## config.mk

```make
export PLATFORM = sky130hd
export DESIGN_NAME = subbytes_sched_flat
export DESIGN_NICKNAME = d
export VERILOG_FILES = /design/src/rtl/subbytes_sched_if.sv /design/src/rtl/subbytes_sched.sv /design/src/flat_wrapper.sv
export SDC_FILE = /design/constraint.sdc
export NUM_CORES = 2
export LEC_CHECK = 0
export CAP_MARGIN = 20
export CORE_MARGIN = 2
export CORE_UTILIZATION = 45
export CTS_CLUSTER_SIZE = 24
export DETAILED_ROUTE_END_ITERATION = 16
export DONT_BUFFER_PORTS = 1
export SYNTH_ARGS = -nofsm -noshare
export SYNTH_HDL_FRONTEND = slang
export SYNTH_SLANG_ARGS = --single-unit
export TNS_END_PERCENT = 1
```

## constraint.sdc

```tcl
create_clock -name clk -period 30 [get_ports clk]
set_clock_uncertainty 0.15 [all_clocks]
set_input_delay 3 -clock clk [delete_from_list [all_inputs] [get_ports clk]]
set_output_delay 3 -clock clk [all_outputs]
set_load 0.01 [all_outputs]
```

## src/rtl/subbytes_sched_if.sv

```systemverilog
// Handshake and result bus between the SubBytes scheduler and its two requesters.
// The round datapath uses the st_* group and key expansion uses the kw_* group.
interface subbytes_sched_if;
   logic         st_valid;
   logic         st_ready;
   logic [127:0] st_data;
   logic         st_out_valid;
   logic [127:0] st_out;
   logic         kw_valid;
   logic         kw_ready;
   logic [31:0]  kw_data;
   logic         kw_out_valid;
   logic [31:0]  kw_out;
   logic         busy;

   modport master (
      output st_valid, st_data, kw_valid, kw_data,
      input  st_ready, st_out_valid, st_out, kw_ready, kw_out_valid, kw_out, busy
   );

   modport slave (
      input  st_valid, st_data, kw_valid, kw_data,
      output st_ready, st_out_valid, st_out, kw_ready, kw_out_valid, kw_out, busy
   );
endinterface

```

## src/rtl/subbytes_sched.sv

```systemverilog
// Time-multiplexed SubBytes: one 32-bit S-box bank shared between a 128-bit state job
// (four words, one per cycle) and 32-bit SubWord requests from key expansion.
module subbytes_sched #(
   parameter int MAX_KEY_STEAL = 1
) (
   input logic              clk,
   input logic              rst_n,
   subbytes_sched_if.slave  bus
);

   localparam int SW = (MAX_KEY_STEAL < 1) ? 1 : $clog2(MAX_KEY_STEAL + 1);
   localparam logic [SW-1:0] STEAL_MAX = SW'(MAX_KEY_STEAL);

   function automatic logic [7:0] xtime(input logic [7:0] a);
      return {a[6:0], 1'b0} ^ (a[7] ? 8'h1b : 8'h00);
   endfunction

   function automatic logic [7:0] gf_mul(input logic [7:0] a, input logic [7:0] b);
      logic [7:0] p;
      logic [7:0] x;
      p = 8'h00;
      x = a;
      for (int i = 0; i < 8; i++) begin
         if (b[i]) p = p ^ x;
         x = xtime(x);
      end
      return p;
   endfunction

   // Inverse as a^254 = a^2 * a^4 * ... * a^128 (maps 0 to 0), then the affine transform.
   function automatic logic [7:0] sbox(input logic [7:0] a);
      logic [7:0] sq;
      logic [7:0] inv;
      sq  = gf_mul(a, a);
      inv = sq;
      for (int k = 2; k < 8; k++) begin
         sq  = gf_mul(sq, sq);
         inv = gf_mul(inv, sq);
      end
      return inv ^ {inv[6:0], inv[7]} ^ {inv[5:0], inv[7:6]} ^
             {inv[4:0], inv[7:5]} ^ {inv[3:0], inv[7:4]} ^ 8'h63;
   endfunction

   logic [0:3][31:0] st_buf_q, st_buf_d;
   logic [0:2][31:0] st_acc_q, st_acc_d;
   logic [1:0]       cnt_q, cnt_d;
   logic             st_active_q, st_active_d;
   logic [31:0]      kw_buf_q, kw_buf_d;
   logic             kw_pend_q, kw_pend_d;
   logic [SW-1:0]    steal_q, steal_d;
   logic [127:0]     st_out_q, st_out_d;
   logic             st_out_valid_q, st_out_valid_d;
   logic [31:0]      kw_out_q, kw_out_d;
   logic             kw_out_valid_q, kw_out_valid_d;

   logic        st_ready_w, kw_ready_w;
   logic        steal_ok, key_gnt, st_gnt;
   logic [31:0] bank_in, bank_out;

   generate
      if (MAX_KEY_STEAL == 0) begin : g_no_steal
         assign steal_ok = 1'b0;
      end else begin : g_steal
         assign steal_ok = (steal_q < STEAL_MAX);
      end
   endgenerate

   assign key_gnt = kw_pend_q && (!st_active_q || steal_ok);
   assign st_gnt  = !key_gnt && st_active_q;
   assign bank_in = key_gnt ? kw_buf_q : (st_gnt ? st_buf_q[cnt_q] : 32'h0);

   genvar gi;
   generate
      for (gi = 0; gi < 4; gi++) begin : g_lane
         assign bank_out[8*gi +: 8] = sbox(bank_in[8*gi +: 8]);
      end
   endgenerate

   assign st_ready_w = rst_n && !st_active_q;
   assign kw_ready_w = rst_n && !kw_pend_q;

   always_comb begin
      st_buf_d       = st_buf_q;
      st_acc_d       = st_acc_q;
      cnt_d          = cnt_q;
      st_active_d    = st_active_q;
      kw_buf_d       = kw_buf_q;
      kw_pend_d      = kw_pend_q;
      steal_d        = steal_q;
      st_out_d       = st_out_q;
      st_out_valid_d = 1'b0;
      kw_out_d       = kw_out_q;
      kw_out_valid_d = 1'b0;

      if (key_gnt) begin
         kw_out_d       = bank_out;
         kw_out_valid_d = 1'b1;
         kw_pend_d      = 1'b0;
         if (st_active_q && (steal_q != STEAL_MAX)) steal_d = steal_q + 1'b1;
      end else if (st_gnt) begin
         steal_d = '0;
         cnt_d   = cnt_q + 2'd1;
         case (cnt_q)
            2'd0: st_acc_d[0] = bank_out;
            2'd1: st_acc_d[1] = bank_out;
            2'd2: st_acc_d[2] = bank_out;
            default: begin
               st_out_d       = {st_acc_q, bank_out};
               st_out_valid_d = 1'b1;
               st_active_d    = 1'b0;
            end
         endcase
      end

      // Accepts never collide with grants: each needs its own pending flag in the opposite state.
      if (bus.st_valid && st_ready_w) begin
         st_buf_d    = bus.st_data;
         cnt_d       = 2'd0;
         st_active_d = 1'b1;
      end
      if (bus.kw_valid && kw_ready_w) begin
         kw_buf_d  = bus.kw_data;
         kw_pend_d = 1'b1;
      end
   end

   always_ff @(posedge clk) begin
      if (!rst_n) begin
         st_buf_q       <= '0;
         st_acc_q       <= '0;
         cnt_q          <= '0;
         st_active_q    <= 1'b0;
         kw_buf_q       <= '0;
         kw_pend_q      <= 1'b0;
         steal_q        <= '0;
         st_out_q       <= '0;
         st_out_valid_q <= 1'b0;
         kw_out_q       <= '0;
         kw_out_valid_q <= 1'b0;
      end else begin
         st_buf_q       <= st_buf_d;
         st_acc_q       <= st_acc_d;
         cnt_q          <= cnt_d;
         st_active_q    <= st_active_d;
         kw_buf_q       <= kw_buf_d;
         kw_pend_q      <= kw_pend_d;
         steal_q        <= steal_d;
         st_out_q       <= st_out_d;
         st_out_valid_q <= st_out_valid_d;
         kw_out_q       <= kw_out_d;
         kw_out_valid_q <= kw_out_valid_d;
      end
   end

   assign bus.st_ready     = st_ready_w;
   assign bus.kw_ready     = kw_ready_w;
   assign bus.st_out       = st_out_q;
   assign bus.st_out_valid = st_out_valid_q;
   assign bus.kw_out       = kw_out_q;
   assign bus.kw_out_valid = kw_out_valid_q;
   assign bus.busy         = rst_n && (st_active_q || kw_pend_q || st_out_valid_q || kw_out_valid_q);

endmodule

```

## src/flat_wrapper.sv

```systemverilog
// flat-port wrapper written by rule: the top's interface ports become plain ports
module subbytes_sched_flat 
#(
   parameter int MAX_KEY_STEAL = 1
)
  (clk, rst_n, bus_st_valid, bus_st_data, bus_kw_valid, bus_kw_data, bus_st_ready, bus_st_out_valid, bus_st_out, bus_kw_ready, bus_kw_out_valid, bus_kw_out, bus_busy);
  subbytes_sched_if bus_i ();
  input logic clk;
  input logic rst_n;
  input wire logic [$bits(bus_i.st_valid)-1:0] bus_st_valid;
  input wire logic [$bits(bus_i.st_data)-1:0] bus_st_data;
  input wire logic [$bits(bus_i.kw_valid)-1:0] bus_kw_valid;
  input wire logic [$bits(bus_i.kw_data)-1:0] bus_kw_data;
  output wire logic [$bits(bus_i.st_ready)-1:0] bus_st_ready;
  output wire logic [$bits(bus_i.st_out_valid)-1:0] bus_st_out_valid;
  output wire logic [$bits(bus_i.st_out)-1:0] bus_st_out;
  output wire logic [$bits(bus_i.kw_ready)-1:0] bus_kw_ready;
  output wire logic [$bits(bus_i.kw_out_valid)-1:0] bus_kw_out_valid;
  output wire logic [$bits(bus_i.kw_out)-1:0] bus_kw_out;
  output wire logic [$bits(bus_i.busy)-1:0] bus_busy;
  assign bus_i.st_valid = bus_st_valid;
  assign bus_i.st_data = bus_st_data;
  assign bus_i.kw_valid = bus_kw_valid;
  assign bus_i.kw_data = bus_kw_data;
  assign bus_st_ready = bus_i.st_ready;
  assign bus_st_out_valid = bus_i.st_out_valid;
  assign bus_st_out = bus_i.st_out;
  assign bus_kw_ready = bus_i.kw_ready;
  assign bus_kw_out_valid = bus_i.kw_out_valid;
  assign bus_kw_out = bus_i.kw_out;
  assign bus_busy = bus_i.busy;
  subbytes_sched #(.MAX_KEY_STEAL(MAX_KEY_STEAL)) u_core (.clk(clk), .rst_n(rst_n), .bus(bus_i));
endmodule
```

* Word-level counts from Yosys, hierarchy flattened
Cells that the tools add are included.
Storage, ports and cells: flip-flop bits (word level) 423, latch bits 0, memory bits (writable) 0, ROM bits 0, output and inout bits 165, memories 0
Cells by class: add/sub/neg operators 2, multipliers 0, div/mod/pow operators 0, magnitude comparators 2, eq/ne operators 5, shift-type cells 0, mux-type cells 768, bitwise operators 726, reduce and logical (&&, ||, !) cells 29
Operator list (number):
- bitwise XOR 8 bit | 716
- two-way mux 8 bit | 416
- two-way mux 5 bit | 336
- two-way mux 32 bit | 4
- binary-select mux 32 bit (select 2 bit) | 1
- NOT 4 bit | 4
- AND reduction 3 bit | 5
- two-way mux 1 bit | 11
- logical AND 1 bit | 8
- nonzero test 2 bit | 3
- OR reduction 3 bit | 2
- NOT 1 bit | 5
- logical OR 1 bit | 4
- != test 2 bit (second input constant) | 2
- AND reduction 2 bit | 2
- greater-or-equal comparator 3 bit (second input constant) | 1
- zero test 1 bit | 3
- NOT 2 -> 3 bit | 1
- adder 2 x 1 -> 2 bit (second input constant) | 1
- == test 2 x 1 -> 1 bit (second input constant) | 1
- == test 2 bit (second input constant) | 1
- zero test 2 bit | 1
- != test 2 x 1 -> 1 bit (second input constant) | 1
- OR reduction 2 bit | 1
- 2 further kinds | 2

* Longest topological paths before layout
depth after elaboration 139, depth in mapped cells 79, mapped depth without buffers 65

* Worst setup path before layout
No wires, ideal clock.
path type flip-flop to flip-flop, from register u_core.cnt_q[1], to register u_core.kw_out_q[21], in the netlist u_core.bus.kw_out[21], setup time 116 ps, arrival 16535 ps, path slack 13199 ps, cell stages (with the launch flop) 69, path buffers 9, cells stage by stage dfxtp_1 > buf_6 > mux2_2 > a32oi_1 > and2_1 > buf_2 > inv_2 > ha_1 > clkbuf_1 > nand2_1 > xor2_1 > inv_2 > buf_2 > clkbuf_1 > buf_1 > ha_1 > clkbuf_1 > nand2_1 > [... 33 more ...] > a21oi_1 > o21ai_0 > o211a_1 > o21ai_0 > a21oi_1 > clkbuf_1 > nor2_1 > o21ai_0 > a22oi_2 > xnor3_1 > xor2_1 > nor2_1 > xnor3_1 > xnor3_1 > xnor3_1 > xor3_1 > nand2_1 > a21boi_1
On the way: word-level cells in the longest chain between the ends 135
Ends and longest elaborated chain:
- start, declared | RTL line subbytes_sched.sv:46 | logic [1:0] cnt_q, cnt_d;
- start signal, assigned | RTL line subbytes_sched.sv:143 | cnt_q <= cnt_d;
- NOT 2 -> 3 bit (implied by the code) * | RTL line subbytes_sched.sv:70 | assign bank_in = key_gnt ? kw_buf_q : (st_gnt ? st_buf_q[cnt_q] : 32'h0);
- binary-select mux 32 bit (select 2 bit) * | RTL line subbytes_sched.sv:70
- two-way mux 32 bit (implied by the code) * (2 in series) | RTL line subbytes_sched.sv:70
- two-way mux 32 bit * (2 in series) | RTL line subbytes_sched.sv:70
- two-way mux 5 bit, or another cell as far along | RTL line subbytes_sched.sv:15 | return {a[6:0], 1'b0} ^ (a[7] ? 8'h1b : 8'h00);
- bitwise XOR 8 bit (on tied branches) | RTL line subbytes_sched.sv:15, subbytes_sched.sv:24
- bitwise XOR 8 bit or two-way mux 8 bit (tied branches) | RTL line subbytes_sched.sv:24 | if (b[i]) p = p ^ x;
- two-way mux 8 bit or bitwise XOR 8 bit (tied branches) | RTL line subbytes_sched.sv:24
- [... 115 more ...]
- two-way mux 8 bit | RTL line subbytes_sched.sv:24
- bitwise XOR 8 bit | RTL line subbytes_sched.sv:24
- two-way mux 8 bit | RTL line subbytes_sched.sv:24
- bitwise XOR 8 bit | RTL line subbytes_sched.sv:24
- two-way mux 8 bit * | RTL line subbytes_sched.sv:24
- bitwise XOR 8 bit (3 in series) | RTL line subbytes_sched.sv:40 | return inv ^ {inv[6:0], inv[7]} ^ {inv[5:0], inv[7:6]} ^
- bitwise XOR 8 bit * | RTL line subbytes_sched.sv:41 | {inv[4:0], inv[7:5]} ^ {inv[3:0], inv[7:4]} ^ 8'h63;
- NOT 4 bit (no line) *
- end signal, assigned | RTL line subbytes_sched.sv:150 | kw_out_q <= kw_out_d;
- end, declared | RTL line subbytes_sched.sv:53 | logic [31:0] kw_out_q, kw_out_d;
Every way passes the cells marked *; elsewhere a longest branch is shown, timed or not. The select of a mux whose other input is x is not followed. A chain may end at the register's enable or synchronous reset.

* Worst setup path in the final report
from register u_core.kw_pend_q, to register u_core.st_out_q[12], in the netlist u_core.bus.st_out[12]
On the way: word-level cells in the longest chain between the ends 133
Ends and longest elaborated chain:
- start, declared | RTL line subbytes_sched.sv:49 | logic kw_pend_q, kw_pend_d;
- start signal, assigned | RTL line subbytes_sched.sv:146 | kw_pend_q <= kw_pend_d;
- logical AND 1 bit * | RTL line subbytes_sched.sv:68 | assign key_gnt = kw_pend_q && (!st_active_q || steal_ok);
- zero test 1 bit | RTL line subbytes_sched.sv:69 | assign st_gnt = !key_gnt && st_active_q;
- logical AND 1 bit | RTL line subbytes_sched.sv:69
- two-way mux 32 bit (2 in series) | RTL line subbytes_sched.sv:70
- two-way mux 5 bit, or another cell as far along | RTL line subbytes_sched.sv:15
- bitwise XOR 8 bit (on tied branches) | RTL line subbytes_sched.sv:15, subbytes_sched.sv:24
- bitwise XOR 8 bit or two-way mux 8 bit (tied branches) | RTL line subbytes_sched.sv:24
- two-way mux 8 bit or bitwise XOR 8 bit (tied branches) | RTL line subbytes_sched.sv:24
- [... 114 more ...]
- bitwise XOR 8 bit | RTL line subbytes_sched.sv:24
- two-way mux 8 bit | RTL line subbytes_sched.sv:24
- bitwise XOR 8 bit | RTL line subbytes_sched.sv:24
- two-way mux 8 bit | RTL line subbytes_sched.sv:24
- bitwise XOR 8 bit | RTL line subbytes_sched.sv:24
- two-way mux 8 bit | RTL line subbytes_sched.sv:24
- bitwise XOR 8 bit (3 in series) | RTL line subbytes_sched.sv:40
- bitwise XOR 8 bit | RTL line subbytes_sched.sv:41
- end signal, assigned | RTL line subbytes_sched.sv:148 | st_out_q <= st_out_d;
- end, declared | RTL line subbytes_sched.sv:51 | logic [127:0] st_out_q, st_out_d;
Every way passes the cells marked *; elsewhere a longest branch is shown, timed or not.

==> impl_metrics.env <==
export IMPL_status="finished clean"
export IMPL_vias=73100
export IMPL_design_core_area_mm2=0.169
export IMPL_post_cts_resized=0
export IMPL_cp_common_cell="xnor2_1"
export IMPL_multiInputGateArea_mm2=0.0646
export IMPL_grt_pass1_wl_um=395000
export IMPL_cp_buffers_inverters=7
export IMPL_fin_area_mm2=0.0801
export IMPL_first_pass_iters=8
export IMPL_die_w_um=417
export IMPL_async_flop_share_pct=0
export IMPL_nets=10200
export IMPL_synth_nets=10600
export IMPL_avgSynthCellArea_um2=7.39
export IMPL_setup_tns_ps=0
export IMPL_clock_fmax_mhz=48.1
export IMPL_ant_nets=0
export IMPL_maxSlewHeadroom_pct=24.8
export IMPL_critPathMaxFanout=29
export IMPL_dieArea_mm2=0.174
export IMPL_hp_class="reg2reg"
export IMPL_period_share_pct=69.3
export IMPL_placed_cell_area_mm2=0.0784
export IMPL_slowest_stage="xnor2_1"
export IMPL_cts_setup_buffers=0
export IMPL_grt_overflow=0
export IMPL_required_ps=30430
export IMPL_synthesis_area_mm2=0.0766
export IMPL_ctsHoldBuffers=0
export IMPL_clock_sinks=423
export IMPL_ys_types=132
export IMPL_max_stage_delay_ps=900
export IMPL_place_ws_ps=9180
export IMPL_area_delta_synth_final_pct=4.61
export IMPL_cts_tree="done"
export IMPL_setup_ws_ps=9220
export IMPL_crit_arrival_ps=21210
export IMPL_clk_pin_slew_ps=70
export IMPL_drc_errors=0
export IMPL_synth_ff_type="dfxtp_1"
export IMPL_slew_viol_final=0
export IMPL_r2r_slack_ps=9220
export IMPL_dieHeight_um=417
export IMPL_synth_edff_count=0
export IMPL_worstSkewPairLatency_ps=630
export IMPL_drt_wirelength_per_cell_um=20.9
export IMPL_ys_ff_latch=423
export IMPL_initial_core_util_pct=45.2
export IMPL_mostFrequentLayoutCell="nand2_1"
export IMPL_rsz0062_at_grt="false"
export IMPL_period_needed_ps=20780
export IMPL_crit_path_end_kind="flop"
export IMPL_ios=329
export IMPL_grt_max_degree=426
export IMPL_yosysSeqAreaShare_pct=11.1
export IMPL_hpwl_um=186000
export IMPL_drt_iter0_markers=7077
export IMPL_cts_buffers_inserted=47
export IMPL_tightest_slew_ps=1120
export IMPL_yosys_warnings=0
export IMPL_startpoint_type="flop"
export IMPL_layout_common_cells="nand2_1 (1675), xnor2_1 (1593), nor2_1 (1228)"
export IMPL_postRouteWirelength_um=256000
export IMPL_path_delay_family="XOR/XNOR gates"
export IMPL_fill_cells=16900
export IMPL_drive_gt1_share_pct=8.14
export IMPL_cts_max_level=2
export IMPL_cap_violations=0
export IMPL_final_hold_viol_count=0
export IMPL_ctsRootBufferMaster="clkbuf_16"
export IMPL_port_buffers=0
export IMPL_finalSetupViolCount=0
export IMPL_core_rowCount=151
export IMPL_whs_ps=303
export IMPL_routabilityCongestion=0.921
export IMPL_clock_path_buffers=3
export IMPL_track_usage_pct=28.0
export IMPL_antenna_found_initial=30
export IMPL_viasPerCell=5.97
export IMPL_synthCells=10400
export IMPL_seqCellArea_mm2=0.00847
export IMPL_crit_type="reg2reg"
export IMPL_grt_pass1_vias=67600
per-stage QoR:
step / std cells / util, %
detailed placement: 12100 / 46.3
floorplan: 10400 / -
finish: 12200 / 47.3
global route: 12200 / 47.3
global placement: 12100 / 46.3
CTS: 12200 / 47.2
layout make-up:
class                           instances  area share (%)
Antenna cell                           27          0.0843
Clock buffer                           58            1.61
Clock inverter                         27           0.415
Inverter                              106           0.497
Multi-Input combinational cell       9107            80.7
Sequential cell                       423            10.6
Tap cell                             2218            3.46
Timing Repair Buffer                  283            2.70
Yosys cell counts (all sizes together), types with 40 or more instances:
cell,number,share of area (%)
xnor2,1766,22
nand2,1681,8.2
nor2,1232,6.1
o21ai,595,3.9
xor2,490,6.2
a21oi,448,2.9
clkbuf,426,2.1
dfxtp,423,11
buf,295,2.4
xnor3,269,7.9
nor3,257,1.7
nand3,251,1.6
a21boi,249,2.4
mux2i,212,2.8
o22ai,134,1.1
and2,95,0.78
inv,92,0.45
a211oi,88,0.94
and3,82,0.67
a31oi,78,0.64
mux2,62,0.92
o211ai,56,0.55
or3,56,0.46
a22oi,53,0.56
nand4,49,0.40
nor4,49,0.44
nor2b,47,0.38
nand2b,45,0.37
a221oi,43,0.52
o31ai,41,0.42
or2,40,0.33
worst paths after layout:
path,from,end,cells after the start
worst min-delay path,u_core.st_acc_q[67]$_SDFFE_PN0P_,u_core.st_acc_q[67]$_SDFFE_PN0P_,2
worst max register to register,u_core.kw_pend_q$_SDFFE_PN0P_,u_core.bus.st_out[12]$_SDFFE_PN0P_,66
worst max-delay path,u_core.kw_pend_q$_SDFFE_PN0P_,u_core.bus.st_out[12]$_SDFFE_PN0P_,66
worst min register to register,u_core.st_acc_q[67]$_SDFFE_PN0P_,u_core.st_acc_q[67]$_SDFFE_PN0P_,2
kinds of logic after synthesis:
group | after synthesis | synth area share [%]
XOR/XNOR | 2561 | 37.2
multiplexers | 298 | 4.40
adder cells (fa/ha/maj) | 34 | 0.549
flip-flops | 423 | 11.1
AO/OA/AOI/OAI | 2246 | 19.4
AND/OR/NAND/NOR | 3968 | 22.4
buffers and inverters | 830 | 5.01
layer usage:
metal	GRT usage [%]	part of all wire (%)	vias to the layer above
li1	-	-	34900
met1	36.9	43	35100
met2	47.2	47	2739
met3	2.02	5.7	380
met4	11.6	4.2	0
met5	0	0	-
worst register-to-register path: cells and delay by family (launching register included):
kind	cells	cell delay, ps
compound gates	22	5670
fa+ha+maj	4	1840
flops	1	630
xor+xnor	17	6080
buf+inv	7	2000
mux	1	290
simple gates	15	4050
sequential cells by signal, summed over array words and instances, names as in the netlist:
| name | flops |
|---|---|
| u_core.bus.kw_out | 32 |
| u_core.bus.kw_out_valid | 1 |
| u_core.bus.st_out | 128 |
| u_core.bus.st_out_valid | 1 |
| u_core.cnt_q | 2 |
| u_core.kw_buf_q | 32 |
| u_core.kw_pend_q | 1 |
| u_core.st_acc_q | 96 |
| u_core.st_active_q | 1 |
| u_core.st_buf_q | 128 |
| u_core.steal_q | 1 |
Power is left out: the tool's default activity adds up to more than one toggle a clock period on the data nets, which glitch-free logic cannot reach.
